### src/rtl/keypad_pkg.sv
// Shared definitions for the keypad time-entry block: FSM states,
// special key codes and BCD helpers.
package keypad_pkg;

    typedef enum logic [1:0] {
        ST_IDLE   = 2'd0,
        ST_ENTRY  = 2'd1,
        ST_LOAD   = 2'd2,
        ST_LOCKED = 2'd3
    } state_t;

    localparam logic [3:0] KEY_DIGIT_MAX = 4'd9;
    localparam logic [3:0] KEY_START     = 4'd10;
    localparam logic [3:0] KEY_CANCEL    = 4'd11;
    localparam logic [3:0] SEC_TENS_MAX  = 4'd5;

    function automatic logic [3:0] bcd_tens(input int unsigned v);
        return 4'((v / 10) % 10);
    endfunction

    function automatic logic [3:0] bcd_ones(input int unsigned v);
        return 4'(v % 10);
    endfunction

endpackage

### src/rtl/keypad_time_entry_if.sv
// Key/door/timer inputs and digit/strobe outputs of the time-entry block.
interface keypad_time_entry_if;
    logic       key_valid;
    logic [3:0] key_code;
    logic       door_closed;
    logic       timer_busy;
    logic [3:0] min_tens;
    logic [3:0] min_ones;
    logic [3:0] sec_tens;
    logic [3:0] sec_ones;
    logic [2:0] digit_count;
    logic       entry_active;
    logic       load_pulse;
    logic       invalid_pulse;
    logic       abort_pulse;

    // Drives keys and status, observes the entered time.
    modport master (
        output key_valid, key_code, door_closed, timer_busy,
        input  min_tens, min_ones, sec_tens, sec_ones, digit_count,
        input  entry_active, load_pulse, invalid_pulse, abort_pulse
    );

    // The time-entry block itself.
    modport slave (
        input  key_valid, key_code, door_closed, timer_busy,
        output min_tens, min_ones, sec_tens, sec_ones, digit_count,
        output entry_active, load_pulse, invalid_pulse, abort_pulse
    );
endinterface

### src/rtl/key_edge_detect.sv
// One-cycle edge detector on a level input. FALL = 0 flags a rising edge,
// FALL = 1 flags a falling edge. The event is combinational so that the
// consumer acts on the same clock edge that samples the new level.
module key_edge_detect #(
    parameter bit FALL = 1'b0
) (
    input  logic clock,
    input  logic clear_n,
    input  logic level,
    output logic ev
);

    logic level_q;
    logic level_d;

    // Next value of the delayed level is simply the current level.
    always_comb begin
        level_d = level;
    end

    // Delay the level by one clock to compare against.
    always_ff @(posedge clock or negedge clear_n) begin
        if (!clear_n) level_q <= 1'b0;
        else          level_q <= level_d;
    end

    assign ev = FALL ? (level_q & ~level) : (level & ~level_q);

endmodule

### src/rtl/keypad_time_entry.sv
// Keypad time entry: shifts in up to NUM_DIGITS BCD digits as MM:SS,
// validates on START, strobes a load to the countdown timer and then
// locks entry until the timer finishes or the user cancels.
module keypad_time_entry
    import keypad_pkg::*;
#(
    parameter int NUM_DIGITS    = 4,
    parameter int QUICK_SECONDS = 30
) (
    input  logic clock,
    input  logic clear_n,
    keypad_time_entry_if.slave kp
);

    localparam logic [2:0] MAX_COUNT  = 3'(NUM_DIGITS);
    localparam logic [3:0] QUICK_TENS = bcd_tens(QUICK_SECONDS);
    localparam logic [3:0] QUICK_ONES = bcd_ones(QUICK_SECONDS);

    logic key_ev;
    logic busy_fall;

    key_edge_detect #(.FALL(1'b0)) u_key_edge (
        .clock   (clock),
        .clear_n (clear_n),
        .level   (kp.key_valid),
        .ev      (key_ev)
    );

    key_edge_detect #(.FALL(1'b1)) u_busy_edge (
        .clock   (clock),
        .clear_n (clear_n),
        .level   (kp.timer_busy),
        .ev      (busy_fall)
    );

    state_t     state_q, state_d;
    logic [3:0] min_tens_q, min_tens_d, min_ones_q, min_ones_d;
    logic [3:0] sec_tens_q, sec_tens_d, sec_ones_q, sec_ones_d;
    logic [2:0] digit_count_q, digit_count_d;
    logic       entry_active_q, entry_active_d;
    logic       load_pulse_q, load_pulse_d;
    logic       invalid_pulse_q, invalid_pulse_d;
    logic       abort_pulse_q, abort_pulse_d;

    logic is_digit, is_start, is_cancel;

    assign is_digit  = key_ev && (kp.key_code <= KEY_DIGIT_MAX);
    assign is_start  = key_ev && (kp.key_code == KEY_START);
    assign is_cancel = key_ev && (kp.key_code == KEY_CANCEL);

    // Next-state, shift chain and strobe decode for the entry FSM.
    always_comb begin
        state_d         = state_q;
        min_tens_d      = min_tens_q;
        min_ones_d      = min_ones_q;
        sec_tens_d      = sec_tens_q;
        sec_ones_d      = sec_ones_q;
        digit_count_d   = digit_count_q;
        invalid_pulse_d = 1'b0;
        abort_pulse_d   = 1'b0;

        case (state_q)
            ST_IDLE: begin
                if (is_digit) begin
                    min_tens_d    = min_ones_q;
                    min_ones_d    = sec_tens_q;
                    sec_tens_d    = sec_ones_q;
                    sec_ones_d    = kp.key_code;
                    digit_count_d = 3'd1;
                    state_d       = ST_ENTRY;
                end else if (is_start) begin
                    if (kp.door_closed) begin
                        min_tens_d = 4'd0;
                        min_ones_d = 4'd0;
                        sec_tens_d = QUICK_TENS;
                        sec_ones_d = QUICK_ONES;
                        state_d    = ST_LOAD;
                    end else begin
                        invalid_pulse_d = 1'b1;
                    end
                end
            end
            ST_ENTRY: begin
                if (is_digit) begin
                    if (digit_count_q < MAX_COUNT) begin
                        min_tens_d    = min_ones_q;
                        min_ones_d    = sec_tens_q;
                        sec_tens_d    = sec_ones_q;
                        sec_ones_d    = kp.key_code;
                        digit_count_d = digit_count_q + 3'd1;
                    end
                end else if (is_start) begin
                    if (kp.door_closed && (sec_tens_q <= SEC_TENS_MAX)) begin
                        state_d = ST_LOAD;
                    end else begin
                        invalid_pulse_d = 1'b1;
                    end
                end else if (is_cancel) begin
                    min_tens_d    = 4'd0;
                    min_ones_d    = 4'd0;
                    sec_tens_d    = 4'd0;
                    sec_ones_d    = 4'd0;
                    digit_count_d = 3'd0;
                    state_d       = ST_IDLE;
                end
            end
            ST_LOAD: begin
                // Key events arriving while the load strobe is out are dropped.
                state_d = ST_LOCKED;
            end
            ST_LOCKED: begin
                // CANCEL takes priority over a coincident end of countdown.
                if (is_cancel || busy_fall) begin
                    abort_pulse_d = is_cancel;
                    min_tens_d    = 4'd0;
                    min_ones_d    = 4'd0;
                    sec_tens_d    = 4'd0;
                    sec_ones_d    = 4'd0;
                    digit_count_d = 3'd0;
                    state_d       = ST_IDLE;
                end
            end
        endcase

        entry_active_d = (state_d == ST_ENTRY);
        load_pulse_d   = (state_d == ST_LOAD);
    end

    // State, digit and registered-output flops.
    always_ff @(posedge clock or negedge clear_n) begin
        if (!clear_n) begin
            state_q         <= ST_IDLE;
            min_tens_q      <= 4'd0;
            min_ones_q      <= 4'd0;
            sec_tens_q      <= 4'd0;
            sec_ones_q      <= 4'd0;
            digit_count_q   <= 3'd0;
            entry_active_q  <= 1'b0;
            load_pulse_q    <= 1'b0;
            invalid_pulse_q <= 1'b0;
            abort_pulse_q   <= 1'b0;
        end else begin
            state_q         <= state_d;
            min_tens_q      <= min_tens_d;
            min_ones_q      <= min_ones_d;
            sec_tens_q      <= sec_tens_d;
            sec_ones_q      <= sec_ones_d;
            digit_count_q   <= digit_count_d;
            entry_active_q  <= entry_active_d;
            load_pulse_q    <= load_pulse_d;
            invalid_pulse_q <= invalid_pulse_d;
            abort_pulse_q   <= abort_pulse_d;
        end
    end

    assign kp.min_tens      = min_tens_q;
    assign kp.min_ones      = min_ones_q;
    assign kp.sec_tens      = sec_tens_q;
    assign kp.sec_ones      = sec_ones_q;
    assign kp.digit_count   = digit_count_q;
    assign kp.entry_active  = entry_active_q;
    assign kp.load_pulse    = load_pulse_q;
    assign kp.invalid_pulse = invalid_pulse_q;
    assign kp.abort_pulse   = abort_pulse_q;

endmodule

### src/flat_wrapper.sv
// flat-port wrapper written by rule: the top's interface ports become plain ports
module keypad_time_entry_flat import keypad_pkg::*;
#(
    parameter int NUM_DIGITS    = 4,
    parameter int QUICK_SECONDS = 30
)
  (clock, clear_n, kp_key_valid, kp_key_code, kp_door_closed, kp_timer_busy, kp_min_tens, kp_min_ones, kp_sec_tens, kp_sec_ones, kp_digit_count, kp_entry_active, kp_load_pulse, kp_invalid_pulse, kp_abort_pulse);
  keypad_time_entry_if kp_i ();
  input  logic clock;
  input  logic clear_n;
  input wire logic [$bits(kp_i.key_valid)-1:0] kp_key_valid;
  input wire logic [$bits(kp_i.key_code)-1:0] kp_key_code;
  input wire logic [$bits(kp_i.door_closed)-1:0] kp_door_closed;
  input wire logic [$bits(kp_i.timer_busy)-1:0] kp_timer_busy;
  output wire logic [$bits(kp_i.min_tens)-1:0] kp_min_tens;
  output wire logic [$bits(kp_i.min_ones)-1:0] kp_min_ones;
  output wire logic [$bits(kp_i.sec_tens)-1:0] kp_sec_tens;
  output wire logic [$bits(kp_i.sec_ones)-1:0] kp_sec_ones;
  output wire logic [$bits(kp_i.digit_count)-1:0] kp_digit_count;
  output wire logic [$bits(kp_i.entry_active)-1:0] kp_entry_active;
  output wire logic [$bits(kp_i.load_pulse)-1:0] kp_load_pulse;
  output wire logic [$bits(kp_i.invalid_pulse)-1:0] kp_invalid_pulse;
  output wire logic [$bits(kp_i.abort_pulse)-1:0] kp_abort_pulse;
  assign kp_i.key_valid = kp_key_valid;
  assign kp_i.key_code = kp_key_code;
  assign kp_i.door_closed = kp_door_closed;
  assign kp_i.timer_busy = kp_timer_busy;
  assign kp_min_tens = kp_i.min_tens;
  assign kp_min_ones = kp_i.min_ones;
  assign kp_sec_tens = kp_i.sec_tens;
  assign kp_sec_ones = kp_i.sec_ones;
  assign kp_digit_count = kp_i.digit_count;
  assign kp_entry_active = kp_i.entry_active;
  assign kp_load_pulse = kp_i.load_pulse;
  assign kp_invalid_pulse = kp_i.invalid_pulse;
  assign kp_abort_pulse = kp_i.abort_pulse;
  keypad_time_entry #(.NUM_DIGITS(NUM_DIGITS), .QUICK_SECONDS(QUICK_SECONDS)) u_core (.clock(clock), .clear_n(clear_n), .kp(kp_i));
endmodule
### config.mk
export PLATFORM = sky130hd
export DESIGN_NAME = keypad_time_entry_flat
export DESIGN_NICKNAME = d
export VERILOG_FILES = /design/src/rtl/keypad_pkg.sv /design/src/rtl/keypad_time_entry_if.sv /design/src/rtl/key_edge_detect.sv /design/src/rtl/keypad_time_entry.sv /design/src/flat_wrapper.sv
export SDC_FILE = /design/constraint.sdc
export NUM_CORES = 1
export LEC_CHECK = 0
export ABC_AREA = 1
export CAP_MARGIN = 10
export CORE_MARGIN = 5
export CORE_UTILIZATION = 55
export DETAILED_ROUTE_END_ITERATION = 7
export DONT_BUFFER_PORTS = 1
export GPL_TIMING_DRIVEN = 0
export MAX_ROUTING_LAYER = met4
export PLACE_DENSITY = 0.77
export SLEW_MARGIN = 20
export SYNTH_ARGS = -nofsm -noshare
export SYNTH_HDL_FRONTEND = slang
export SYNTH_HIERARCHICAL = 1
export SYNTH_SLANG_ARGS = --single-unit
### constraint.sdc
create_clock -name clock -period 1.66 [get_ports clock]
set_clock_uncertainty 0.15 [all_clocks]
set_input_delay 0.166 -clock clock [delete_from_list [all_inputs] [get_ports clock]]
set_output_delay 0.166 -clock clock [all_outputs]
set_load 0.01 [all_outputs]
After elaboration in Yosys (flattened, before gate mapping) --
Index checks and enable logic that the tools add are counted.
Word-level totals: word-level logic and storage cells 91, register bits 27, RAM bits 0, ROM bits 0, memories 0, latch bits 0
Operators by class: order comparisons 3, equal/unequal tests 14, $add $sub $neg 1, bitwise operators 4, shifts and indexed selects 0, $mul 0, div/mod/pow operators 0, reduce and logical (&&, ||, !) cells 9, multiplexer cells 48
Operators by type and width (count):
- 2-to-1 mux 4 bit | 19
- one-hot mux 4 bit (3 select lines) | 4
- 2-to-1 mux 3 bit | 6
- 2-to-1 mux 2 bit | 8
- one-hot mux 3 bit (3 select lines) | 1
- == test 4 bit (second input constant) | 2
- 2-to-1 mux 1 bit | 8
- one-hot mux 2 bit (4 select lines) | 1
- AND reduction 7 bit | 1
- == test 2 bit (second input constant) | 3
- != test 3 x 1 -> 1 bit (second input constant) | 2
- != test 3 x 2 -> 1 bit (second input constant) | 2
- AND reduction 6 bit | 1
- == test 2 x 1 -> 1 bit (second input constant) | 2
- <= comparator 4 x 3 -> 1 bit (second input constant) | 1
- <= comparator 4 bit (second input constant) | 1
- logical AND 1 bit | 4
- != test 2 x 1 -> 1 bit (second input constant) | 2
- adder 3 x 1 -> 3 bit (second input constant) | 1
- less-than comparator 3 bit (second input constant) | 1
- != test 3 bit (second input constant) | 1
- nonzero test 3 bit | 1
- AND 1 bit | 2
- zero test 2 bit | 1
- other kinds (3) | 4

Depth between registers and ports, before layout --
Gate-level depths: netlist of the first run.
depth in word-level cells 8, gate-level depth with buffers 12

By module --
Netlist of the first run, hierarchy kept.
Modules (own cells, without submodules):
- keypad_time_entry | area each 1358.8 um^2, cells each 183, instances 1
- key_edge_detect | area each 35.0 um^2, cells each 3, instances 2

Least setup slack after synthesis of the first run --
OpenSTA, ideal clock, no wires.
path type register -> register, from register u_core.u_key_edge.level_q, to register u_core.sec_ones_q[0], in the netlist u_core/kp.sec_ones[0], slack 25 ps, setup time 117 ps, data arrival time 1368 ps, cell stages (with the launch flop) 12, cells stage by stage dfrtp_1 -> nor2_2 -> nand2_1 -> inv_2 -> nand3_2 -> nand3_1 -> nand2_2 -> nor2_8 -> nand2_4 -> buf_6 -> nand2_1 -> nand2_1
On the way: word-level cells in the longest chain between the ends 6, elaborated cells on any way between the ends 16, classes of those cells 6 x eq/ne; 3 x mux; 2 x bitwise; 5 x reduce/logical
Ends and longest elaborated chain:
- start: declaration | line key_edge_detect.sv:13 | logic level_q;
- start signal: assignment | line key_edge_detect.sv:24 | else level_q <= level_d;
- NOT 1 bit (*) | line key_edge_detect.sv:27 | assign ev = FALL ? (level_q & ~level) : (level & ~level_q);
- AND 1 bit (*) | line key_edge_detect.sv:27
- named net u_core.key_ev | line keypad_time_entry.sv:19 | logic key_ev;
- logical AND 1 bit | line keypad_time_entry.sv:49 | assign is_cancel = key_ev && (kp.key_code == KEY_CANCEL);
- logical OR 1 bit | line keypad_time_entry.sv:113 | if (is_cancel || busy_fall) begin
- != test 2 x 1 -> 1 bit (no source line)
- AND reduction 7 bit (no source line)
- end signal: assignment | line keypad_time_entry.sv:147 | sec_ones_q <= sec_ones_d;
- end: declaration | line keypad_time_entry.sv:38 | logic [3:0] sec_tens_q, sec_tens_d, sec_ones_q, sec_ones_d;
The timed path passes the listed nets; every way through them passes the cells marked *. A chain may end at the register's enable or synchronous reset.

Worst setup path after layout of the first run --
from register u_core.state_q[1], to register u_core.sec_ones_q[0], in the netlist u_core/kp.sec_ones[0]
On the way: word-level cells in the longest chain between the ends 3, elaborated cells on any way between the ends 12, classes of those cells 8 x eq/ne; 1 x mux; 3 x reduce/logical
Ends and longest elaborated chain:
- start: declaration | line keypad_time_entry.sv:36 | state_t state_q, state_d;
- start signal: assignment | line keypad_time_entry.sv:143 | state_q <= state_d;
- == test 2 x 1 -> 1 bit, or another cell as far along | line keypad_time_entry.sv:62 | case (state_q)
- != test 3 x 2 -> 1 bit (no source line), or another cell as far along
- AND reduction 7 bit (no source line)
Several ways; a longest one is shown, not always the timed one.

==> impl_metrics.json, run 1 <==
{
  "p_per_area_mw_per_mm2": 1410,
  "yosys_warnings": 6,
  "multi_input_area_sq_um": 728,
  "start_kind": "register",
  "clk_pin_slew_ns": 0.14,
  "netlist_area_sq_mm": 0.00143,
  "critical-path-max-stage-delay_ns": 0.50,
  "holdCritPathClass": "primary input to register",
  "io_buffers": 0,
  "max_slew_margin_pct": 80.9,
  "numCtsBuffers": 3,
  "path_max_fanout": 6,
  "track_usage_pct": 20.9,
  "cts_sinks": 27,
  "outcome": "finished, violations left",
  "setup_viol": 18,
  "max-clock-path-buffers": 2,
  "syn_nets": 199,
  "synth_cell_types": 22,
  "ys_ff_latch": 27,
  "grt_pass1_wl_um": 5610,
  "netlist_instances": 189,
  "cts_tree": "built",
  "ir_drop_mv": 1.06,
  "worstMarginPinSlew_ns": 0.287,
  "antenna_cells": 0,
  "fmax_ghz": 0.556,
  "drv_slew": 0,
  "antenna_found_initial": 0,
  "hold_viol_final": 2,
  "area_growth_pct": 26.9,
  "report.power.total_mw": 2.56,
  "instances_no_fill": 242,
  "cpMostUsedCell": "nand2_1",
  "cp_cell_sequence": "nand2_1 -> inv_1 -> nand3_4 -> nand2_4 -> nor2_8 -> nand2_8 -> buf_6 -> nand2_1 -> nand2_1",
  "fin_area_sq_mm": 0.00181,
  "failed_checks": "negative hold slack, negative setup slack",
  "endpoint_kind": "register",
  "crit_type": "register to register",
  "rows": 18,
  "cts-root-buf": "clkbuf_4",
  "drive_gt1_share_pct": 27.4,
  "worstSkewPairLatency_ns": 0.32,
  "fillers": 181,
  "fin_setup_tns_ns": -1.93,
  "grt_max_degree": 28,
  "fin_util_pct": 73.2,
  "post-route-period-util_pct": 108,
  "nets": 223,
  "dp_slack_ns": -0.172,
  "start_util_pct": 57.7,
  "io_pins": 32,
  "rsz0062_at_grt": "yes",
  "synth_ff_type": "dfrtp_1",
  "synth_edf_count": 0,
  "syn_avg_cell_area_sq_um": 7.56,
  "dieArea_sq_mm": 0.00372,
  "coreArea_sq_mm": 0.00248,
  "overflow": 0,
  "synth-async-reset-ratio_pct": 100,
  "arrival_ns": 1.88,
  "cp_slowest_cell": "dfrtp_1",
  "die_x_um": 61.0,
  "routed-via-count": 1369,
  "cts.htree.levels": 1,
  "gp_congestion": 0.838,
  "placed_area_sq_mm": 0.00147,
  "min_period_ns": 1.80,
  "fin_hold_ws_ns": -0.0846,
  "finalWirelength_um": 3700,
  "required_ns": 1.74,
  "hpwlAfterDp_um": 2280,
  "fin_ws_ns": -0.137,
  "cap_violations": 0,
  "seq_area_sq_um": 676,
  "drt-vias-per-instance": 5.66,
  "die_h_um": 61.0,
  "route.detailed.drc": 0,
  "antenna_left": 0,
  "power.leakage_nw": 0.949,
  "grt_pass1_vias": 1362,
  "drt-initial-drc-count": 74,
  "yosysSeqAreaShare_pct": 47.3,
  "place_inst": 219,
  "firstDrtPassIters": 4,
  "wire_per_inst_um": 15.3
}
[area by class of cell]
type                    instances  share of cell area, %
multi-input cells             128                   40.2
repair buffers                 19                   10.1
plain buffers                   5                   2.69
clock inverters                 1                  0.276
clock buffers                   3                   1.24
inverters                      29                   6.14
flip-flops and latches         27                   37.3
well taps                      30                   2.07
[worst max-delay path: cells and delay by family (launching register included)]
kind | cells | cell delay [ns]
flops | 1 | 0.50
buf+inv | 2 | 0.26
simple gates | 7 | 0.79
[layout by cell type (no fill, tap or decap)]
cell           netlist  final
dfrtp_1             27     27
buf_6                2      6
ha_1                 1      1
nand2_4              1      4
nand3b_1             1      1
nand3_1             30     26
inv_2                3      3
inv_4                0      1
nand2_2              2     14
a211oi_1             1      1
buf_4                2     10
nand4_1              3      3
nand3_4              0      3
or2_2                1      1
buf_12               0      1
nor2_4               0      2
clkbuf_4             0      3
nand3_2              1      2
nand2_8              0      1
inv_1               26     25
o21ai_2              1      1
o21ai_0              5      5
dlygate4sd3_1        0      7
nor2_8               1      1
nand2_1             56     40
nor2_1              19     17
clkinv_2             0      1
a21oi_1              1      1
nor2_2               4      4
[Yosys cell counts (2+ instances only)]
master	number	area, sq um
buf_4	2	15.0
buf_6	2	22.5
dfrtp_1	27	676
inv_1	26	97.6
inv_2	3	11.3
nand2_1	56	210
nand2_2	2	12.5
nand3_1	30	150
nand4_1	3	18.8
nor2_1	19	71.3
nor2_2	4	25.0
o21ai_0	5	25.0
[kinds of logic (layout without fill, tap and decap cells)]
logic type	Yosys count	count (layout)	synth area share, %
AOI/OAI and AO/OA	8	8	3.24
buffers and inverters	34	57	10.6
adders and majority gates	1	1	0.876
DFF	27	27	47.3
and+or+nand+nor	119	119	38.0
[state kept, by name, summed over array words and instances (netlist names), 2 cells and up]
| signal | count |
|---|---|
| u_core/kp.digit_count | 3 |
| u_core/kp.min_ones | 4 |
| u_core/kp.min_tens | 4 |
| u_core/kp.sec_ones | 4 |
| u_core/kp.sec_tens | 4 |
| u_core/state_q | 2 |
[timing repair]
item,in CTS,in global routing
endpoints found under the hold margin,37,4
hold buffers,7,1
pin swaps,7,8
gates cloned,1,0
resized for setup,14,26
setup buffers,8,2
endpoints found under the setup margin,19,21
[power by group]
group,internal (mW),switching (mW),total [mW]
logic,0.530,0.785,1.32
clock network,0.0902,0.184,0.275
registers,0.776,0.193,0.968
[per-layer routing]
metal  wire (um)  share of wire [%]  GRT usage [%]
met1        1400                 38           22.7
met2        1910                 52           35.3
met3         274                7.4           4.68
met4         106                2.9           11.5
met5           0                  0              -
[final timing paths]
check,cells past startpoint,slack [ns],to,from
setup / recovery,9,-0.14,u_core/kp.sec_ones[0],u_core/state_q[1]
hold / removal,4,-0.08,u_core/kp.sec_ones[2],kp_key_code[2]
setup reg to reg,9,-0.14,u_core/kp.sec_ones[0],u_core/state_q[1]
hold reg to reg,2,0.40,u_core/kp.min_tens[0],u_core/kp.min_tens[0]
max in group asynchronous,2,1.10,u_core/kp.digit_count[0],clear_n
min in group asynchronous,2,0.10,u_core/kp.min_tens[3],clear_n
Power figures use the tool's default switching activity.
==> run 2: changes to the inputs <==
--- a/config.mk
+++ b/config.mk
@@ -8,12 +8,12 @@
 export ABC_AREA = 1
 export CAP_MARGIN = 10
 export CORE_MARGIN = 5
-export CORE_UTILIZATION = 55
+export CORE_UTILIZATION = 60
 export DETAILED_ROUTE_END_ITERATION = 7
 export DONT_BUFFER_PORTS = 1
 export GPL_TIMING_DRIVEN = 0
 export MAX_ROUTING_LAYER = met4
-export PLACE_DENSITY = 0.77
+export PLACE_DENSITY = 0.8
 export SLEW_MARGIN = 20
 export SYNTH_ARGS = -nofsm -noshare
 export SYNTH_HDL_FRONTEND = slang
==> constraint.sdc (replaced) <==
create_clock -name clock -period 2.03 [get_ports clock]
set_clock_uncertainty 0.15 [all_clocks]
set_input_delay 0.203 -clock clock [delete_from_list [all_inputs] [get_ports clock]]
set_output_delay 0.203 -clock clock [all_outputs]
set_load 0.01 [all_outputs]
==> run 2 against run 1 <==
  * The run now ends clean
  * Clock power fell by 16%
  * Worst hold slack improved by 0.14 ns
  * Utilization shrank 1.1 points
  * Die area is 7.0% lower
  * Count of clock-buffer cells in the layout grew 1
  * Flip-flop and latch count stayed put
==> impl_metrics.json, run 2 (synthesized netlist as in run 1, its figures left out) <==
{
  "outcome": "complete, no violations",
  "layout.cells.most_common": "nand2_1",
  "cap_violations": 0,
  "fin_setup_tns_ns": 0,
  "p_per_area_mw_per_mm2": 1070,
  "gp_congestion": 0.836,
  "start_util_pct": 64.0,
  "r2r-start": "u_core/u_key_edge/level_q",
  "grt_max_degree": 28,
  "critical-path-max-stage-delay_ns": 0.40,
  "max_slew_margin_pct": 79.1,
  "fin_area_sq_mm": 0.00161,
  "overflow": 0,
  "max-clock-path-buffers": 2,
  "drv_slew": 0,
  "cp_slowest_cell": "dfrtp_1",
  "ir_drop_mv": 0.769,
  "die_h_um": 58.8,
  "cts_sinks": 27,
  "rows": 17,
  "numCtsBuffers": 3,
  "place_inst": 217,
  "antenna_cells": 0,
  "crit_type": "register to register",
  "clk_pin_slew_ns": 0.14,
  "dieArea_sq_mm": 0.00346,
  "drt-initial-drc-count": 35,
  "endpoint_kind": "register",
  "post_cts_buffers": 0,
  "track_usage_pct": 21.1,
  "start_kind": "register",
  "path_max_fanout": 10,
  "die_x_um": 58.8,
  "firstDrtPassIters": 4,
  "fin_hold_ws_ns": 0.0506,
  "io_buffers": 0,
  "route.detailed.drc": 0,
  "coreArea_sq_mm": 0.00223,
  "fmax_ghz": 0.533,
  "placed_area_sq_mm": 0.00146,
  "cts-root-buf": "clkbuf_4",
  "drt-vias-per-instance": 5.34,
  "power.leakage_nw": 0.873,
  "layout_common_cells": "nand2_1, nand3_1, dfrtp_1, inv_1, nor2_1",
  "min_period_ns": 1.87,
  "nets": 215,
  "hold_viol_final": 0,
  "setup_viol": 0,
  "dp_slack_ns": 0.191,
  "cts.htree.levels": 1,
  "finalWirelength_um": 3180,
  "antenna_found_initial": 0,
  "holdCritPathClass": "primary input to register",
  "grt_pass1_wl_um": 5420,
  "antenna_left": 0,
  "crit_start": "u_core/u_key_edge/level_q",
  "instances_no_fill": 232,
  "wire_per_inst_um": 13.7,
  "cpMostUsedCell": "nand2_1",
  "required_ns": 2.11,
  "fin_ws_ns": 0.155,
  "worstSkewPairLatency_ns": 0.33,
  "cts_tree": "built",
  "post-route-period-util_pct": 92.3,
  "cp_cell_sequence": "nor2_2 -> nand2_1 -> inv_2 -> nand3_1 -> nand3_1 -> nand2_2 -> nor2_8 -> nand2_4 -> buf_6 -> nand2_1 -> nand2_1",
  "area_growth_pct": 12.7,
  "worstMarginPinSlew_ns": 0.313,
  "report.power.total_mw": 1.73,
  "routed-via-count": 1238,
  "hpwlAfterDp_um": 2270,
  "worstHoldStart": "kp_key_code[2]",
  "grt_pass1_vias": 1226,
  "fin_util_pct": 72.1,
  "drive_gt1_share_pct": 11.3,
  "io_pins": 32,
  "rsz0062_at_grt": "no",
  "arrival_ns": 1.95
}
==> run 2: changes by cell type in the layout (fill, tap and decap cells not counted), sizes merged <==
cell         before  now
dlygate4sd3       7   10
buf              17    6
clkbuf            3    4
clkinv            1    0
==> run 2: final timing paths <==
kind | end | cells after the start | slack [ns]
max | u_core/kp.min_ones[1] | 11 | 0.16
min | u_core/kp.invalid_pulse | 3 | 0.05
max reg2reg | u_core/kp.min_ones[1] | 11 | 0.16
min reg2reg | u_core/kp.min_tens[2] | 2 | 0.41
max in group asynchronous | u_core/kp.digit_count[1] | 2 | 1.43
min in group asynchronous | u_core/kp.sec_tens[0] | 2 | 0.13
==> run 2: report_power, final <==
part	internal [mW]	switching, mW	total, mW
Sequential	0.635	0.143	0.777
Combinational	0.235	0.482	0.716
Clock	0.0771	0.155	0.232
Total	0.946	0.779	1.73
==> run 2: cell type report <==
type	instances	area, sq um
plain buffers	5	42.5
well taps	28	35.0
fillers	174	623
repair buffers	11	120
clock buffers	4	26.3
multi-input cells	128	602
flip-flops and latches	27	676
inverters	29	109
==> run 2: metal layers <==
metal	GRT usage, %	part of all wire, %	vias to the layer above
met3	4.61	6.6	6
met4	10.4	2.3	0
li1	-	-	614
met5	-	0	-
met2	34.4	50	46
met1	24.6	41	572
==> run 2: critical path: cells and delay by family, from the launching register on <==
kind / cells / cell delay, ns
flip-flops: 1 / 0.40
AND/OR/NAND/NOR: 9 / 0.97
buffers and inverters: 2 / 0.24
==> run 2: what timing repair did <==
action | in CTS | in global routing
endpoints found under the hold margin | 36 | 0
gates resized for setup | 0 | 0
hold buffers | 11 | 0
==> run 3: changes to the inputs <==
--- a/config.mk
+++ b/config.mk
@@ -6,7 +6,7 @@
 export NUM_CORES = 1
 export LEC_CHECK = 0
 export ABC_AREA = 1
-export CAP_MARGIN = 10
+export CAP_MARGIN = 20
 export CORE_MARGIN = 5
 export CORE_UTILIZATION = 60
 export DETAILED_ROUTE_END_ITERATION = 7
==> results of run 3 <==
No change in the layout: final DEF, timing and power equal those of run 2.
==> patch, RTL diff (settings of run 3) <==
`QUICK_SECONDS` is set to 30 in 2 places; all go to 15.
--- a/src/rtl/keypad_time_entry.sv
+++ b/src/rtl/keypad_time_entry.sv
@@ -5,7 +5,7 @@
     import keypad_pkg::*;
 #(
     parameter int NUM_DIGITS    = 4,
-    parameter int QUICK_SECONDS = 30
+    parameter int QUICK_SECONDS = 15
 ) (
     input  logic clock,
     input  logic clear_n,
--- a/src/flat_wrapper.sv
+++ b/src/flat_wrapper.sv
@@ -2,7 +2,7 @@
 module keypad_time_entry_flat import keypad_pkg::*;
 #(
     parameter int NUM_DIGITS    = 4,
-    parameter int QUICK_SECONDS = 30
+    parameter int QUICK_SECONDS = 15
 )
   (clock, clear_n, kp_key_valid, kp_key_code, kp_door_closed, kp_timer_busy, kp_min_tens, kp_min_ones, kp_sec_tens, kp_sec_ones, kp_digit_count, kp_entry_active, kp_load_pulse, kp_invalid_pulse, kp_abort_pulse);
   keypad_time_entry_if kp_i ();
Function: changed (a bounded check fails within 4 cycles, from zero or initial values).
==> patch against run 3 <==
Cell area rose by 3.5%. Count of clock-buffer cells in the layout fell by 1. Sequential cell count did not move. Utilization rose by 1.1 points. Maximum frequency rose by 1.8%. Power rose by 8.1%. Sequential share of layout area fell by 1.4 points. Setup slack improved by 0.034 ns. Area after synthesis rose by 2.5%. Routed wire length fell by 0.60%. Clock power rose by 3%. Critical endpoint is now u_core/kp.min_tens[1]. Largest cell class unchanged.
==> patch: results (changes against run 3) <==
NumNets Final 219 (+1.9%); Final min period 1.841 ns (-0.03379 ns); post-synthesis cell type count 26 (+18%); flop2flop setup slack 0.19 ns (+0.03 ns); Post-DP HPWL 2.278 mm (+0.24%); hold depth 4 (+1); R2R depth 11 (unchanged); Seq/Total Area, Yosys 46.15% (-1.1 points); via count 1243 (+0.40%); Reg clk slew, reported paths 0.14 ns (about the same); Post-Synthesis Net Count 202 (+1.5%); nature of the critical path startpoint flop; RR Endpoint u_core/kp.min_tens[1]; Commonest cells post-synth nand2_1, nand3_1, dfrtp_1; first-pass GRT wire length 5.664 mm (+4.6%); Initial DRC Count 49 (+40%); final WL 3.159 mm (-0.60%); Least-Margin Pin Slew 0.3113 ns (-0.002125 ns); status completed; CP arrival 1.92 ns (-0.03 ns); Crit path largest cell delay 0.42 ns (+0.02 ns); worst hold endpoint u_core/kp.sec_ones[2]; routed wl met3 208 um (-1.4%); Hold Startpoint kp_key_code[2]; vias in the first global route 1283 (+4.6%); All-Layer GR Usage 21.35% (+0.20 points); Peak VDD IR 0.0007384 V (-4.0%); Met1 Wirelength 1.348 mm (+3.7%); max-cap check violation count 0 (unchanged); pre-CTS setup slack 0.1467 ns (-0.04424 ns); Synth area leaders dfrtp_1, nand2_1, nand3_1; Final GP Congestion 0.8447 (+1.0%); Leak Pwr 0.8669 nW (-0.66%); Primary FF master, synth dfrtp_1; routed length on met2 1.537 mm (-3.5%); slowest CP cell dfrtp_1; share of layout cells above drive strength 1 14.42% (+3.1 points)
patch: logic make-up (layout without fill, tap and decap cells):
family	count (synthesis)	after routing	synth area share (%)
simple gates	122	122	39.83
buf+inv	33	49	9.572
flops	27	27	46.15
compound gates	9	9	3.590
fa+ha+maj	1	1	0.8546
patch: where the power goes:
| group | switching [mW] | internal (mW) |
|---|---|---|
| logic | 0.584 | 0.312 |
| clock network | 0.162 | 0.0755 |
| registers | 0.109 | 0.623 |
patch: per-stage QoR:
stage          std cells  util (%)  instance area [um^2]  hold slack (ns)
2_1_floorplan        192         -                  1464          -0.2426
3_5_place_dp         220     65.86                  1499          -0.2419
5_1_grt              236     73.23                  1667          0.02262
6_report             236     73.23                  1667          0.01553
4_1_cts              233     71.58                  1629         0.002101
3_3_place_gp         220     65.86                  1499          -0.2420
patch: worst max path at each step:
stage,depth (start not counted),to
6_report,11,u_core/kp.min_tens[1]
5_1_grt,11,u_core/kp.min_tens[1]
4_1_cts,11,u_core/kp.sec_ones[1]
3_5_place_dp,11,u_core/kp.min_tens[1]
3_3_place_gp,11,u_core/kp.sec_ones[3]
2_1_floorplan,11,u_core/kp.sec_ones[0]
patch: layer usage:
layer,track usage [%],vias to the layer above
li1,-,633
met1,25.96,567
met2,34.48,36
met3,4.139,7
met4,8.738,0
met5,-,-
patch: worst min-delay path, delay by kind of cell:
family          cells  cell delay, ns
compound gates      1            0.06
simple gates        3            0.20
patch: layout make-up:
type	instances	area (um^2)
Sequential cell	27	675.6
Multi-Input combinational cell	132	658.1
Fill cell	177	609.3
Timing Repair Buffer	12	125.1
Inverter	29	111.4
Tap cell	28	35.03
Buffer	4	31.28
Clock buffer	3	22.52
Clock inverter	1	7.507
patch: what timing repair did:
action	in CTS	in global routing
endpoints found under the hold margin	37	1
setup buffers	0	2
resized for setup	0	4
hold buffers	9	1
endpoints found under the setup margin	0	13
